$ cat config.mk
export PLATFORM = sky130hd
export DESIGN_NAME = jcontrol_flat
export DESIGN_NICKNAME = d
export VERILOG_FILES = /design/src/rtl/jcontrol_if.sv /design/src/rtl/jcontrol.sv /design/src/flat_wrapper.sv
export SDC_FILE = /design/constraint.sdc
export NUM_CORES = 1
export LEC_CHECK = 0
export BUFFER_PORTS_ARGS = -buffer_cell sky130_fd_sc_hd__buf_2
export CAP_MARGIN = 0
export CORE_UTILIZATION = 49
export CTS_CLUSTER_DIAMETER = 50
export DETAILED_ROUTE_END_ITERATION = 7
export GPL_TIMING_DRIVEN = 0
export HOLD_SLACK_MARGIN = 0.12
export PLACE_DENSITY = 0.84
export SYNTH_ARGS = -nofsm -noshare
export SYNTH_HDL_FRONTEND = slang
export SYNTH_SLANG_ARGS = --single-unit
$ cat constraint.sdc
create_clock -name clk -period 5.2 [get_ports clk]
set_input_delay 1.04 -clock clk [delete_from_list [all_inputs] [get_ports clk]]
set_output_delay 1.04 -clock clk [all_outputs]
set_load 0.02 [all_outputs]
$ cat src/rtl/jcontrol_if.sv
// Signal bundle between the stepper/clock side and the jcontrol block.
// The master drives step, clock phases and data; the slave returns strobes and state.
interface jcontrol_if #(
  parameter int NREG = 4
);
  logic [0:5]      step;
  logic            clke;
  logic            clks;
  logic [7:0]      bus_in;
  logic [3:0]      flags_in;
  logic [0:NREG-1] r_e;
  logic [0:NREG-1] r_s;
  logic            ram_e;
  logic            ram_s;
  logic            acc_e;
  logic            acc_s;
  logic            iar_e;
  logic            iar_s;
  logic            mar_s;
  logic            tmp_s;
  logic            flags_s;
  logic            bus1;
  logic [2:0]      alu_op;
  logic [7:0]      ir;
  logic [3:0]      flags;
  logic            step_err;

  modport master (
    output step, clke, clks, bus_in, flags_in,
    input  r_e, r_s, ram_e, ram_s, acc_e, acc_s, iar_e, iar_s, mar_s, tmp_s,
           flags_s, bus1, alu_op, ir, flags, step_err
  );

  modport slave (
    input  step, clke, clks, bus_in, flags_in,
    output r_e, r_s, ram_e, ram_s, acc_e, acc_s, iar_e, iar_s, mar_s, tmp_s,
           flags_s, bus1, alu_op, ir, flags, step_err
  );
endinterface

$ cat src/rtl/jcontrol.sv
// CPU control section: decodes step + IR into gated enable/set strobes,
// and holds the instruction register and the {C,A,E,Z} flags register.
module jcontrol #(
  parameter int NREG = 4
) (
  input  logic      clk,
  input  logic      reset,
  jcontrol_if.slave cb
);
  logic [7:0]      ir_q, ir_d;
  logic [3:0]      flags_q, flags_d;
  logic            clks_q, clks_d;
  logic            step_err_q, step_err_d;
  logic [2:0]      ones;
  logic            onehot, valid, gate_e, gate_s, load_ok;
  logic [1:0]      ra, rb;
  logic [0:NREG-1] r_e_dec, r_s_dec;
  logic            ram_e_dec, ram_s_dec, acc_e_dec, acc_s_dec;
  logic            iar_e_dec, iar_s_dec, mar_s_dec, tmp_s_dec;
  logic            flags_s_dec, ir_s_dec, bus1_dec, clf_dec;
  logic [2:0]      alu_op_dec;

  assign ra = ir_q[3:2];
  assign rb = ir_q[1:0];

  always_comb begin
    ones = '0;
    for (int i = 0; i < 6; i++) ones = ones + {2'b00, cb.step[i]};
  end

  assign onehot = (ones == 3'd1);
  assign valid  = onehot & ~reset;
  assign gate_e = cb.clke & valid;
  assign gate_s = cb.clks & valid;

  // Exact-match case: any non-one-hot step falls to default and decodes nothing.
  always_comb begin
    r_e_dec     = '0;
    r_s_dec     = '0;
    ram_e_dec   = 1'b0;
    ram_s_dec   = 1'b0;
    acc_e_dec   = 1'b0;
    acc_s_dec   = 1'b0;
    iar_e_dec   = 1'b0;
    iar_s_dec   = 1'b0;
    mar_s_dec   = 1'b0;
    tmp_s_dec   = 1'b0;
    flags_s_dec = 1'b0;
    ir_s_dec    = 1'b0;
    bus1_dec    = 1'b0;
    clf_dec     = 1'b0;
    alu_op_dec  = 3'b000;
    case (cb.step)
      6'b100000: begin
        bus1_dec = 1'b1; iar_e_dec = 1'b1; mar_s_dec = 1'b1; acc_s_dec = 1'b1;
      end
      6'b010000: begin
        ram_e_dec = 1'b1; ir_s_dec = 1'b1;
      end
      6'b001000: begin
        acc_e_dec = 1'b1; iar_s_dec = 1'b1;
      end
      6'b000100: begin
        if (ir_q[7]) begin
          r_e_dec[rb] = 1'b1; tmp_s_dec = 1'b1;
        end else begin
          case (ir_q[6:4])
            3'd0, 3'd1: begin r_e_dec[ra] = 1'b1; mar_s_dec = 1'b1; end
            3'd2, 3'd5: begin
              bus1_dec = 1'b1; iar_e_dec = 1'b1; mar_s_dec = 1'b1; acc_s_dec = 1'b1;
            end
            3'd3:    begin r_e_dec[rb] = 1'b1; iar_s_dec = 1'b1; end
            3'd4:    begin iar_e_dec = 1'b1; mar_s_dec = 1'b1; end
            3'd6:    begin bus1_dec = 1'b1; flags_s_dec = 1'b1; clf_dec = 1'b1; end
            default: ;
          endcase
        end
      end
      6'b000010: begin
        if (ir_q[7]) begin
          r_e_dec[ra] = 1'b1; alu_op_dec = ir_q[6:4];
          acc_s_dec = 1'b1; flags_s_dec = 1'b1;
        end else begin
          case (ir_q[6:4])
            3'd0, 3'd2: begin ram_e_dec = 1'b1; r_s_dec[rb] = 1'b1; end
            3'd1:       begin r_e_dec[rb] = 1'b1; ram_s_dec = 1'b1; end
            3'd4:       begin ram_e_dec = 1'b1; iar_s_dec = 1'b1; end
            3'd5:       begin acc_e_dec = 1'b1; iar_s_dec = 1'b1; end
            default: ;
          endcase
        end
      end
      6'b000001: begin
        // CMP (ALU op 111) only updates flags; its write-back step is silent.
        if (ir_q[7]) begin
          if (ir_q[6:4] != 3'b111) begin
            acc_e_dec = 1'b1; r_s_dec[rb] = 1'b1;
          end
        end else if (ir_q[6:4] == 3'd2) begin
          acc_e_dec = 1'b1; iar_s_dec = 1'b1;
        end else if (ir_q[6:4] == 3'd5 && (ir_q[3:0] & flags_q) != 4'b0000) begin
          ram_e_dec = 1'b1; iar_s_dec = 1'b1;
        end
      end
      default: ;
    endcase
  end

  assign cb.r_e     = r_e_dec & {NREG{gate_e}};
  assign cb.r_s     = r_s_dec & {NREG{gate_s}};
  assign cb.ram_e   = ram_e_dec & gate_e;
  assign cb.ram_s   = ram_s_dec & gate_s;
  assign cb.acc_e   = acc_e_dec & gate_e;
  assign cb.acc_s   = acc_s_dec & gate_s;
  assign cb.iar_e   = iar_e_dec & gate_e;
  assign cb.iar_s   = iar_s_dec & gate_s;
  assign cb.mar_s   = mar_s_dec & gate_s;
  assign cb.tmp_s   = tmp_s_dec & gate_s;
  assign cb.flags_s = flags_s_dec & gate_s;
  assign cb.bus1    = bus1_dec & valid;
  assign cb.alu_op  = valid ? alu_op_dec : 3'b000;

  // Internal loads fire once per set pulse, on the edge that first sees clks high.
  assign load_ok = cb.clks & ~clks_q & onehot;

  always_comb begin
    ir_d       = ir_q;
    flags_d    = flags_q;
    clks_d     = cb.clks;
    step_err_d = step_err_q | ~onehot;
    if (load_ok && ir_s_dec) ir_d = cb.bus_in;
    if (load_ok && flags_s_dec) flags_d = clf_dec ? 4'b0000 : cb.flags_in;
  end

  always_ff @(posedge clk or posedge reset) begin
    if (reset) begin
      ir_q       <= 8'h00;
      flags_q    <= 4'b0000;
      clks_q     <= 1'b0;
      step_err_q <= 1'b0;
    end else begin
      ir_q       <= ir_d;
      flags_q    <= flags_d;
      clks_q     <= clks_d;
      step_err_q <= step_err_d;
    end
  end

  assign cb.ir       = ir_q;
  assign cb.flags    = flags_q;
  assign cb.step_err = step_err_q;
endmodule
$ cat src/flat_wrapper.sv
// flat-port wrapper written by rule: the top's interface ports become plain ports
module jcontrol_flat 
#(
  parameter int NREG = 4
)
  (clk, reset, cb_step, cb_clke, cb_clks, cb_bus_in, cb_flags_in, cb_r_e, cb_r_s, cb_ram_e, cb_ram_s, cb_acc_e, cb_acc_s, cb_iar_e, cb_iar_s, cb_mar_s, cb_tmp_s, cb_flags_s, cb_bus1, cb_alu_op, cb_ir, cb_flags, cb_step_err);
  jcontrol_if #(.NREG(NREG)) cb_i ();
  input  logic clk;
  input  logic reset;
  input wire logic [$bits(cb_i.step)-1:0] cb_step;
  input wire logic [$bits(cb_i.clke)-1:0] cb_clke;
  input wire logic [$bits(cb_i.clks)-1:0] cb_clks;
  input wire logic [$bits(cb_i.bus_in)-1:0] cb_bus_in;
  input wire logic [$bits(cb_i.flags_in)-1:0] cb_flags_in;
  output wire logic [$bits(cb_i.r_e)-1:0] cb_r_e;
  output wire logic [$bits(cb_i.r_s)-1:0] cb_r_s;
  output wire logic [$bits(cb_i.ram_e)-1:0] cb_ram_e;
  output wire logic [$bits(cb_i.ram_s)-1:0] cb_ram_s;
  output wire logic [$bits(cb_i.acc_e)-1:0] cb_acc_e;
  output wire logic [$bits(cb_i.acc_s)-1:0] cb_acc_s;
  output wire logic [$bits(cb_i.iar_e)-1:0] cb_iar_e;
  output wire logic [$bits(cb_i.iar_s)-1:0] cb_iar_s;
  output wire logic [$bits(cb_i.mar_s)-1:0] cb_mar_s;
  output wire logic [$bits(cb_i.tmp_s)-1:0] cb_tmp_s;
  output wire logic [$bits(cb_i.flags_s)-1:0] cb_flags_s;
  output wire logic [$bits(cb_i.bus1)-1:0] cb_bus1;
  output wire logic [$bits(cb_i.alu_op)-1:0] cb_alu_op;
  output wire logic [$bits(cb_i.ir)-1:0] cb_ir;
  output wire logic [$bits(cb_i.flags)-1:0] cb_flags;
  output wire logic [$bits(cb_i.step_err)-1:0] cb_step_err;
  assign cb_i.step = cb_step;
  assign cb_i.clke = cb_clke;
  assign cb_i.clks = cb_clks;
  assign cb_i.bus_in = cb_bus_in;
  assign cb_i.flags_in = cb_flags_in;
  assign cb_r_e = cb_i.r_e;
  assign cb_r_s = cb_i.r_s;
  assign cb_ram_e = cb_i.ram_e;
  assign cb_ram_s = cb_i.ram_s;
  assign cb_acc_e = cb_i.acc_e;
  assign cb_acc_s = cb_i.acc_s;
  assign cb_iar_e = cb_i.iar_e;
  assign cb_iar_s = cb_i.iar_s;
  assign cb_mar_s = cb_i.mar_s;
  assign cb_tmp_s = cb_i.tmp_s;
  assign cb_flags_s = cb_i.flags_s;
  assign cb_bus1 = cb_i.bus1;
  assign cb_alu_op = cb_i.alu_op;
  assign cb_ir = cb_i.ir;
  assign cb_flags = cb_i.flags;
  assign cb_step_err = cb_i.step_err;
  jcontrol #(.NREG(NREG)) u_core (.clk(clk), .reset(reset), .cb(cb_i));
endmodule
==> flow_summary_export.csv <==
group,metric,value,unit
place,gpl.final_weighted_congestion,0.921,
place,dpl.cell_count,261,
flow_run,maxCapViolations,0,
route,drtPass1Iterations,4,
worst_setup_path,crit_path_start_kind,"primary input",
floorplanning,fp.dieW,56.1,um
worst_setup_path,critical_path.max_fanout,7,
clock_network,clock_latency,290,ps
yosys,yosys_register_bits,14,
clock_network,cts_buffers,3,
pwr,irDropWorstVdd,0.182,mV
clock_network,post_cts_buffers,0,
worst_setup_path,reg2reg_from,"u_core.cb.ir[7]",
clock_network,cts_tree,"done",
worst_setup_path,cpMostUsedCell,"inv_1",
floorplanning,die-area,3140,um2
route,ant_nets,0,
yosys,syn-cell-area,1430,um2
finish,drive_above_1_share,37.3,%
global_routing,grt_overflow_total,0,
pwr,p_leak,0.874,nW
sta,hold_viol,0,
global_routing,track_usage,25.9,%
route,routed_wl,4.02,mm
clock_network,cts_buffer_depth,2,
worst_setup_path,crit_chain,"buf_2, inv_1, ha_1, inv_1, fa_1, fa_1, inv_1, fa_2, nor4_4, and2_4, o21ai_1, o22ai_1, buf_2",
sta,slew_violations,0,
finish,syn2layout_area_growth,25.0,%
route,vias_per_cell,5.91,
clock_network,ctsHoldBuffers,0,
global_routing,antenna_found_initial,0,
yosys,async_flop_share,100,%
sta,maxClockFrequency,0.199,GHz
clock_network,clk_root_buffer_cell,"clkbuf_4",
place,place_hpwl,2.99,mm
hold_path,hold-path-cell-count,1,
worst_setup_path,r2r_end,"u_core.cb.flags[3]",
yosys,synth_edf_count,0,
worst_setup_path,endpoint_kind,"output pin",
finish,fin_cells,264,
yosys,ys_warn_count,0,
route,wl_per_cell,15.2,um
hold_path,hold_path_class,"reg -> reg",
floorplanning,ios,56,
place,port_buffers,55,
worst_setup_path,crit_arrival,3980,ps
worst_setup_path,slowest_stage,"fa_2",
route,first_iter_violations,83,
hold_path,min_to,"u_core.cb.step_err",
worst_setup_path,required,4160,ps
global_routing,grt_pass1_vias,1444,
floorplanning,core-area,2760,um2
yosys,ys_seq_area_share,24.5,%
worst_setup_path,slowest_delay,480,ps
floorplanning,initial_core_util,52.0,%
yosys,synth_fp_nets,204,
global_routing,grt_pass1_wl,6.55,mm
finish,regArea,350,um2
finish,layout_commonest_cell,"buf_2",
floorplanning,rows,19,
finish,diodes,0,
pwr,power_density,154,nW/um2
sta,min_period_over_period,96.5,%
worst_setup_path,crit_type,"in -> out",
finish,fill_cells,242,
sta,worstMarginPinSlew,614,ps
clock_network,clk_pin_slew,80,ps
sta,fin_skew,3.34,ps
sta,period_minus_slack,5020,ps
worst_setup_path,reg2reg_slack,3480,ps
floorplanning,die_h,56.1,um
status,status,"completed",
clock_network,htree_num_levels,1,
worst_setup_path,r2r_cells,5,
sta,slew_headroom,58.7,%
global_routing,grt_max_degree,15,
finish,nets,263,
finish,final_cell_mix,"62 x buf_2, 16 x inv_1, 15 x o21ai_0, 14 x dfrtp_1, 11 x nand2_1",
route,drc,0,
yosys,netlist-cell-type-count,50,
pwr,power,0.277,mW
route,vias,1560,
hold_path,hold_path_startpoint,"u_core.cb.step_err",
finish,multi_input_area,975,um2
worst_setup_path,worstSetupStartpoint,"cb_step[4]",
yosys,syn_inst,175,
yosys,synth.avg_cell_area,8.19,um2
yosys,synth-main-ff-cell,"dfrtp_1",
clock_network,cts.sinks,14,
sta,finalSetupViolCount,0,
-- worst max-delay path: cells and delay by family --
family,cells,cell delay [ps]
buffers and inverters,5,500
adders and majority gates,4,1560
AOI/OAI and AO/OA,2,310
and+or+nand+nor,2,570
-- how the worst max path moves through the flow --
stage                     end  slack [ps]  cells after the start
floorplan           cb_r_e[0]          50                     12
global placement    cb_r_e[1]        -160                     14
detailed placement  cb_r_e[1]        -170                     14
CTS                 cb_r_s[3]          30                     13
global route        cb_r_e[0]          -8                     13
finish              cb_r_e[1]         180                     13
-- cells by family (layout without fill, tap and decap cells) --
kind of cell	count (synthesis)	count (layout)	share of synthesized area, %
AND/OR/NAND/NOR	78	78	34.4
AO/OA/AOI/OAI	36	36	17.0
buffers and inverters	29	87	8.30
flip-flops	14	14	24.5
multiplexers	8	8	6.29
adder cells (fa/ha/maj)	7	7	7.69
XOR/XNOR	3	3	1.83
-- timing repair --
item                                   in CTS  in global routing
setup endpoints to repair                   6                  9
pin swaps                                   0                  2
resized for setup                           1                  4
endpoints found under the hold margin       0                  0
-- flip-flops by register name (all words and copies together) (netlist names) --
name,count
u_core.cb.flags,4
u_core.cb.step_err,1
u_core.clks_q,1
u_core.cb.ir,8
-- synthesized netlist by cell type, types with 3 or more instances --
cell | n | area, um2
buf_2 | 7 | 35.0
dfrtp_1 | 14 | 350
fa_1 | 3 | 60.1
and2_1 | 6 | 37.5
nor2_1 | 7 | 26.3
nand2_1 | 12 | 45.0
nor3_1 | 3 | 15.0
nand2b_1 | 5 | 31.3
nand3_1 | 8 | 40.0
nand4_1 | 7 | 43.8
nor2b_1 | 7 | 43.8
ha_1 | 4 | 50.1
clkbuf_1 | 5 | 18.8
xor2_1 | 3 | 26.3
mux2_2 | 8 | 90.1
inv_1 | 16 | 60.1
o21ai_0 | 15 | 75.1
and3_1 | 4 | 25.0
a21oi_1 | 4 | 20.0
-- layout make-up --
class                           count  share of cell area (%)
Multi-Input combinational cell    132                    54.4
Inverter                           16                    3.35
Timing Repair Buffer               55                    15.4
Tap cell                           31                    2.17
Sequential cell                    14                    19.6
Clock buffer                        4                    2.03
Buffer                             12                    3.07
-- stage by stage --
step / hold slack, ps / area [um2] / TNS (ps) / setup slack (ps) / utilization (%)
after global routing: 480 / 1790 / -8.21 / -8.21 / 64.9
final: 468 / 1790 / 0 / 183 / 64.9
after detailed placement: 446 / 1750 / -576 / -169 / 63.3
after floorplan: 585 / 1430 / 0 / 54.2 / -
after CTS: 472 / 1780 / 0 / 30.0 / 64.6
after global placement: 451 / 1750 / -542 / -156 / 63.3
-- power breakdown --
part	switching (mW)	internal (mW)	leakage, nW	total (mW)
Combinational	0.0498	0.0320	0.686	0.0818
Sequential	0.00365	0.111	0.167	0.115
Clock	0.0370	0.0427	0.0210	0.0797
Total	0.0904	0.186	0.874	0.277
-- per-layer routing --
metal  vias to the layer above  global-route usage [%]  routed length (um)
li1                        743                       -                   -
met1                       723                    36.1                1700
met2                        85                    42.2                1910
met3                         9                    3.26                 343
met4                         0                    7.67                  55
met5                         -                       0                   0
No activity file was read; power rests on OpenSTA's default activity.
